--- src/rtl/iter_multiplier_pkg.sv ---
// Shared types and constants for the iterative shift-add multiplier.
// Holds the state encoding, default operand width and iteration count width.
package iter_multiplier_pkg;

    localparam int DEF_WIDTH = 16;
    localparam int COUNT_W   = $clog2(DEF_WIDTH);

    // Encoding 2'd3 is unused and falls back to IDLE in the next-state logic
    typedef enum logic [1:0] {
        IDLE = 2'd0,
        BUSY = 2'd1,
        DONE = 2'd2
    } state_t;

    // A new operation may only be launched from these states
    function automatic logic can_accept(input state_t s);
        return (s == IDLE) || (s == DONE);
    endfunction

endpackage

--- src/rtl/iter_multiplier_if.sv ---
// Request/response bundle between the operand-select control and the multiplier.
// The control side drives operands and start; the multiplier returns status and product.
interface iter_multiplier_if
    import iter_multiplier_pkg::*;
#(
    parameter int WIDTH = DEF_WIDTH
);
    logic             start;
    logic             sgn;
    logic [WIDTH-1:0] a;
    logic [WIDTH-1:0] b;
    logic             busy;
    logic             done;
    logic [WIDTH-1:0] product_hi;
    logic [WIDTH-1:0] product_lo;

    modport master (
        output start, sgn, a, b,
        input  busy, done, product_hi, product_lo
    );

    modport slave (
        input  start, sgn, a, b,
        output busy, done, product_hi, product_lo
    );
endinterface

--- src/rtl/iter_multiplier_mag_conv.sv ---
// Combinational two's-complement sign/magnitude conversion.
// SIGNED_IN=1 negates negative signed inputs; SIGNED_IN=0 negates whenever sgn is set.
module mag_conv #(
    parameter int W         = 16,
    parameter bit SIGNED_IN = 1'b1
) (
    input  logic [W-1:0] din,
    input  logic         sgn,
    output logic [W-1:0] magnitude,
    output logic         neg
);
    assign neg = sgn & (SIGNED_IN ? din[W-1] : 1'b1);

    // The most negative value maps onto itself, which reads correctly as unsigned
    assign magnitude = neg ? (~din + W'(1)) : din;

endmodule

--- src/rtl/iter_multiplier.sv ---
// Multi-cycle shift-add multiplier: one partial-product iteration per clock,
// WIDTH iterations per operation, signed or unsigned operands.
module iter_multiplier
    import iter_multiplier_pkg::*;
#(
    parameter int WIDTH = DEF_WIDTH
) (
    input  logic             clk,
    input  logic             reset,
    iter_multiplier_if.slave bus
);
    localparam int            CW   = $clog2(WIDTH);
    localparam logic [CW-1:0] LAST = CW'(WIDTH - 1);

    state_t             state_reg;
    state_t             state_next;
    logic [CW-1:0]      count_reg;
    logic               sign_reg;
    logic [WIDTH-1:0]   mcand_reg;
    logic [WIDTH-1:0]   acc_reg;
    logic [WIDTH-1:0]   mplier_reg;
    logic [2*WIDTH-1:0] product_reg;

    logic               accept;
    logic               last_iter;
    logic [WIDTH:0]     sum;
    logic [WIDTH-1:0]   acc_shift;
    logic [WIDTH-1:0]   mplier_shift;
    logic [2*WIDTH-1:0] full_next;
    logic [2*WIDTH-1:0] prod_mag;
    logic               prod_neg;

    logic [WIDTH-1:0]   op_raw [2];
    logic [WIDTH-1:0]   op_mag [2];
    logic               op_neg [2];

    assign op_raw[0] = bus.a;
    assign op_raw[1] = bus.b;

    genvar gi;
    generate
        for (gi = 0; gi < 2; gi++) begin : g_op_conv
            mag_conv #(
                .W         (WIDTH),
                .SIGNED_IN (1'b1)
            ) u_conv (
                .din       (op_raw[gi]),
                .sgn       (bus.sgn),
                .magnitude (op_mag[gi]),
                .neg       (op_neg[gi])
            );
        end
    endgenerate

    // One iteration: conditional add into the upper half, then shift {carry, acc, mplier}
    always_comb begin
        sum          = {1'b0, acc_reg} + (mplier_reg[0] ? {1'b0, mcand_reg} : '0);
        acc_shift    = sum[WIDTH:1];
        mplier_shift = {sum[0], mplier_reg[WIDTH-1:1]};
        full_next    = {acc_shift, mplier_shift};
    end

    // Same negate path, used unconditionally on the latched result sign
    mag_conv #(
        .W         (2 * WIDTH),
        .SIGNED_IN (1'b0)
    ) u_prod_conv (
        .din       (full_next),
        .sgn       (sign_reg),
        .magnitude (prod_mag),
        .neg       (prod_neg)
    );

    always_comb begin
        state_next = state_reg;
        accept     = 1'b0;
        last_iter  = 1'b0;
        case (state_reg)
            IDLE: begin
                if (bus.start) begin
                    accept     = 1'b1;
                    state_next = BUSY;
                end
            end
            BUSY: begin
                if (count_reg == LAST) begin
                    last_iter  = 1'b1;
                    state_next = DONE;
                end
            end
            DONE: begin
                accept     = bus.start;
                state_next = bus.start ? BUSY : IDLE;
            end
            default: state_next = IDLE;
        endcase
    end

    always_ff @(posedge clk) begin
        if (reset) begin
            state_reg   <= IDLE;
            count_reg   <= '0;
            sign_reg    <= 1'b0;
            mcand_reg   <= '0;
            acc_reg     <= '0;
            mplier_reg  <= '0;
            product_reg <= '0;
        end else begin
            state_reg <= state_next;
            if (accept && can_accept(state_reg)) begin
                mcand_reg  <= op_mag[0];
                mplier_reg <= op_mag[1];
                acc_reg    <= '0;
                sign_reg   <= op_neg[0] ^ op_neg[1];
                count_reg  <= '0;
            end else if (state_reg == BUSY) begin
                acc_reg    <= acc_shift;
                mplier_reg <= mplier_shift;
                count_reg  <= count_reg + CW'(1);
                if (last_iter) begin
                    product_reg <= prod_neg ? prod_mag : full_next;
                end
            end
        end
    end

    assign bus.busy       = (state_reg == BUSY);
    assign bus.done       = (state_reg == DONE);
    assign bus.product_hi = product_reg[2*WIDTH-1:WIDTH];
    assign bus.product_lo = product_reg[WIDTH-1:0];

endmodule
--- src/flat_wrapper.sv ---
// flat-port wrapper written by rule: the top's interface ports become plain ports
module iter_multiplier_flat import iter_multiplier_pkg::*;
#(
    parameter int WIDTH = DEF_WIDTH
)
  (clk, reset, bus_start, bus_sgn, bus_a, bus_b, bus_busy, bus_done, bus_product_hi, bus_product_lo);
  iter_multiplier_if #(.WIDTH(WIDTH)) bus_i ();
  input  logic clk;
  input  logic reset;
  input wire logic [$bits(bus_i.start)-1:0] bus_start;
  input wire logic [$bits(bus_i.sgn)-1:0] bus_sgn;
  input wire logic [$bits(bus_i.a)-1:0] bus_a;
  input wire logic [$bits(bus_i.b)-1:0] bus_b;
  output wire logic [$bits(bus_i.busy)-1:0] bus_busy;
  output wire logic [$bits(bus_i.done)-1:0] bus_done;
  output wire logic [$bits(bus_i.product_hi)-1:0] bus_product_hi;
  output wire logic [$bits(bus_i.product_lo)-1:0] bus_product_lo;
  assign bus_i.start = bus_start;
  assign bus_i.sgn = bus_sgn;
  assign bus_i.a = bus_a;
  assign bus_i.b = bus_b;
  assign bus_busy = bus_i.busy;
  assign bus_done = bus_i.done;
  assign bus_product_hi = bus_i.product_hi;
  assign bus_product_lo = bus_i.product_lo;
  iter_multiplier #(.WIDTH(WIDTH)) u_core (.clk(clk), .reset(reset), .bus(bus_i));
endmodule
--- config.mk ---
export PLATFORM = sky130hd
export DESIGN_NAME = iter_multiplier_flat
export DESIGN_NICKNAME = d
export VERILOG_FILES = /design/src/rtl/iter_multiplier_pkg.sv /design/src/rtl/iter_multiplier_if.sv /design/src/rtl/iter_multiplier_mag_conv.sv /design/src/rtl/iter_multiplier.sv /design/src/flat_wrapper.sv
export SDC_FILE = /design/constraint.sdc
export NUM_CORES = 1
export LEC_CHECK = 0
export BUFFER_PORTS_ARGS = -buffer_cell sky130_fd_sc_hd__buf_4
export CAP_MARGIN = 20
export CORE_ASPECT_RATIO = 1.2
export CORE_MARGIN = 3
export CORE_UTILIZATION = 45
export DETAILED_ROUTE_END_ITERATION = 10
export PLACE_DENSITY = 0.72
export SETUP_SLACK_MARGIN = 0.02
export SKIP_LAST_GASP = 1
export SLEW_MARGIN = 20
export SYNTH_ARGS = -nofsm -noshare
export SYNTH_HDL_FRONTEND = slang
export SYNTH_SLANG_ARGS = --single-unit
export TNS_END_PERCENT = 5
--- constraint.sdc ---
create_clock -name clk -period 9.1 [get_ports clk]
set_input_delay 0.455 -clock clk [delete_from_list [all_inputs] [get_ports clk]]
set_output_delay 0.455 -clock clk [all_outputs]
set_load 0.02 [all_outputs]
==> Flow_metrics.wiki <==
{| class="wikitable"
! Metric !! Value
|-
| Synthesized netlist net count || 747
|-
| Area of all sequential standard cells || ~0.0017 mm^2
|-
| Worst-case vdd ir drop || 0.0997 mV
|-
| Placed cell areas || between 0.005 and 0.006 mm^2
|-
| Initial detailed-routing violation count || ~450
|-
| Async S/R FF share, synth || 0%
|-
| Total wire length after detailed routing || 13400 um
|-
| CTS Hold Bufs || 0
|-
| Worst hold-check slack || just over 400 ps
|-
| Most common cell in the synthesized netlist || sky130_fd_sc_hd__nand2_1
|-
| Remaining global-route overflow || 0
|-
| Clock insertion delay at the later pin of the skew report || approximately 340 ps
|-
| Flip-flop count of the largest register after layout || 32
|-
| Post-CTS resize count || 0
|-
| Layout cell share with drive strength beyond 1 || 15.0%
|-
| Total placed cells including tap cells || 879
|-
| Hold violation count in the final report || 0
|-
| Type of destination of the critical path || register
|-
| Post-synth top cells || sky130_fd_sc_hd__nand2_1 (106), sky130_fd_sc_hd__dfxtp_1 (87), sky130_fd_sc_hd__nor2_1 (77)
|-
| Share of the core filled with cells in the final layout || 54.1%
|-
| Final layout net count || about 790
|-
| Via count of the first global-routing pass || ~4.6k
|-
| Static leakage || approximately 0.0024 uW
|-
| Initial Utilization || a little under half
|-
| Port Buffers || roughly 70
|-
| Worst clock skew || about 3.3 ps
|-
| Clock input transition at the sequential cells of the worst setup and hold paths || 60 ps
|-
| Reg-to-Reg Start || u_core.mplier_reg[0]$_SDFFE_PP0P_
|-
| Power density normalized to cell area || approximately 150 mW/mm^2
|-
| Summed negative setup slack over all endpoints || 0 ps
|-
| Final weighted congestion in routability-driven placement || between 0.8 and 0.9
|-
| Warnings from Yosys || 0
|-
| Relative slew slack || a little under half
|-
| Vert. Die Dim || around 130 um
|-
| Cell type with the highest aggregate area in the netlist || sky130_fd_sc_hd__dfxtp_1
|-
| Clock tree from TritonCTS || yes
|-
| Detailed-routing iteration count for the pre-antenna-repair pass || 5
|-
| Post-layout min period || roughly 4200 ps
|-
| CTS Buf Count || 9
|-
| Startpoint types || register
|-
| Fin area || between 0.006 and 0.007 mm^2
|-
| Num Clock Sinks || 87
|-
| Number of cells in the finished layout apart from fillers || 896
|-
| Total number of vias || 4975
|-
| Status || completed
|-
| Via density per instance || 5.55
|-
| Half-perimeter wire length after detailed placement || ~10000 um
|-
| Number of enable-type register cells in the synthesized netlist || 0
|-
| Number of max-slew violations in the final report || 0
|-
| Placeable core region || 0.0116 mm^2
|-
| Ys flop type || sky130_fd_sc_hd__dfxtp_1
|-
| Top-level I/O count || 70
|-
| Worst path required time || about 9400 ps
|-
| Die area || between 0.01 and 0.015 mm^2
|-
| # DRC || 0
|-
| Number of endpoints failing setup at the final stage || 0
|-
| Type of the worst setup path || register to register
|-
| Diodes inserted || 0
|-
| Wire length of the first global-routing pass || roughly 22000 um
|-
| Number of instances in the synthesized netlist || 690
|-
| Remaining antenna violation count after routing || 0
|-
| Number of storage elements in the synthesis netlist || slightly below 90
|-
| Area taken by multi-input logic gates || about 0.0034 mm^2
|-
| Total number of placement rows || 43
|-
| Worst Min Path Start || bus_a[0]
|-
| Count of unique library cells instantiated by Yosys || 57
|-
| Worst Tran Pin Value || between 700 and 800 ps
|-
| Pin count of the biggest net entering global routing || 67
|-
| Post-synthesis instance area || approximately 0.0053 mm^2
|-
| H-tree depth reported by CTS || 3
|-
| Unrepaired setup endpoints after global routing || false
|-
| Clock root buffer || sky130_fd_sc_hd__clkbuf_16
|-
| MaxCap Viol Count || 0
|-
| Peak clock frequency supported by timing || between 200 and 250 MHz
|-
| Die width || 106 um
|-
| Critical-path maximum fanout || 17
|-
| Fin crit share || 46.3%
|-
| Longest Clk Path Bufs || 2
|-
| Filler cell count || approximately 1.1k
|-
| Total track usage || between 20 and 25%
|-
| Syn Area/Cell || a little under 8 um^2
|-
| Average detailed-routed wire length per instance || about 15 um
|-
| Yosys top cell area share || 32.6%
|-
| Area overhead of the layout relative to synthesis || 17.0%
|-
| Startpoint of the most critical setup path || u_core.mplier_reg[0]$_SDFFE_PP0P_
|-
| Cell types occupying the most area after synthesis || sky130_fd_sc_hd__dfxtp_1 (33%), sky130_fd_sc_hd__nand2_1 (7.4%), sky130_fd_sc_hd__xor2_1 (7.2%), sky130_fd_sc_hd__nor2_1 (5.4%), sky130_fd_sc_hd__a211oi_1 (5.1%)
|-
| Post-CTS Setup Inserts || 0
|-
| Min-delay worst type || primary input to register
|-
| Initial antenna violation count || 0
|-
| Fraction of the yosys area taken by sequential cells || between 30 and 40%
|-
| Arrival time of data at the critical path endpoint || ~4500 ps
|}
-- layout make-up --
class                           count  share of cell area [%]
Sequential cell                    87                    27.8
Clock inverter                      5                   0.620
Multi-Input combinational cell    548                    54.3
Inverter                           14                   0.840
Clock buffer                       11                    4.04
Tap cell                          157                    3.14
Timing Repair Buffer               74                    9.20
-- cells in the final DEF (no fill, tap or decap), types with 3 or more instances in the layout --
cell type and n:
sky130_fd_sc_hd__xnor2_1 20, sky130_fd_sc_hd__nor2_1 76, sky130_fd_sc_hd__nand3_1 9, sky130_fd_sc_hd__xor2_1 44, sky130_fd_sc_hd__or4_1 3, sky130_fd_sc_hd__a21oi_1 54
sky130_fd_sc_hd__or2_2 7, sky130_fd_sc_hd__nor3_1 9, sky130_fd_sc_hd__buf_4 73, sky130_fd_sc_hd__or4_4 3, sky130_fd_sc_hd__dfxtp_1 87, sky130_fd_sc_hd__a311oi_1 19
sky130_fd_sc_hd__nand2b_1 4, sky130_fd_sc_hd__a31oi_1 4, sky130_fd_sc_hd__nand2_1 106, sky130_fd_sc_hd__o31ai_1 10, sky130_fd_sc_hd__nor4_1 6, sky130_fd_sc_hd__inv_1 14
sky130_fd_sc_hd__a21o_1 4, sky130_fd_sc_hd__and2_1 22, sky130_fd_sc_hd__a211oi_1 36, sky130_fd_sc_hd__clkbuf_16 9, sky130_fd_sc_hd__o41ai_1 8, sky130_fd_sc_hd__ha_1 20
sky130_fd_sc_hd__or3_1 9, sky130_fd_sc_hd__and3_1 7, sky130_fd_sc_hd__nor2b_1 3, sky130_fd_sc_hd__nand4_1 3, sky130_fd_sc_hd__o21ai_0 27
-- worst max-delay path, stage by stage (launching register included) --
cell	delay [ps]
sky130_fd_sc_hd__dfxtp_1	420
sky130_fd_sc_hd__and2_1	200
sky130_fd_sc_hd__ha_1	210
sky130_fd_sc_hd__fa_1	400
sky130_fd_sc_hd__xnor2_1	290
sky130_fd_sc_hd__or4bb_1	550
sky130_fd_sc_hd__a211oi_2	230
sky130_fd_sc_hd__o2111ai_1	240
sky130_fd_sc_hd__nor4_1	410
sky130_fd_sc_hd__or4b_4	540
sky130_fd_sc_hd__or4_1	550
sky130_fd_sc_hd__o211ai_1	100
-- through the flow --
step	setup WS, ps	total power [uW]
6_report	4890	908
5_1_grt	4670	951
2_1_floorplan	5280	517
3_3_place_gp	5090	558
3_5_place_dp	5000	562
4_1_cts	4890	915
-- logic make-up (layout without fill, tap and decap cells) --
kind of cell | count (synthesis) | after routing | share of synthesized area [%]
mux | 1 | 1 | 0.187
xor+xnor | 64 | 64 | 10.5
simple gates | 278 | 278 | 24.4
fa+ha+maj | 21 | 21 | 5.05
compound gates | 184 | 184 | 23.2
flops | 87 | 87 | 32.6
buf+inv | 55 | 104 | 4.12
-- report_power, final --
group          total, uW  switching [uW]  leakage (uW)  internal (uW)
combinational        143            85.3       0.00156           57.9
clock                352             150      0.000143            202
sequential           413            16.9      0.000709            396
-- path summary, 6_finish.rpt --
path / to / slack (ps) / cells after the start
worst max register to register: u_core.product_reg[31]$_SDFFE_PP0P_ / 4890 / 11
worst max-delay path: u_core.product_reg[31]$_SDFFE_PP0P_ / 4890 / 11
worst min register to register: u_core.mcand_reg[15]$_SDFFE_PP0P_ / 450 / 2
worst min-delay path: u_core.mcand_reg[0]$_SDFFE_PP0P_ / 410 / 3
-- metal layers --
layer / vias to the layer above / part of all wire [%] / wire length, um / GRT usage [%]
li1: 2547 / - / - / -
met2: 133 / 46 / 6140 / 31.8
met1: 2275 / 48 / 6380 / 28.0
met5: - / 0 / 0 / 0
met4: 0 / 2.0 / 264 / 8.00
met3: 20 / 4.5 / 601 / 2.12
Note: power is estimated with default switching activity, not from simulation.
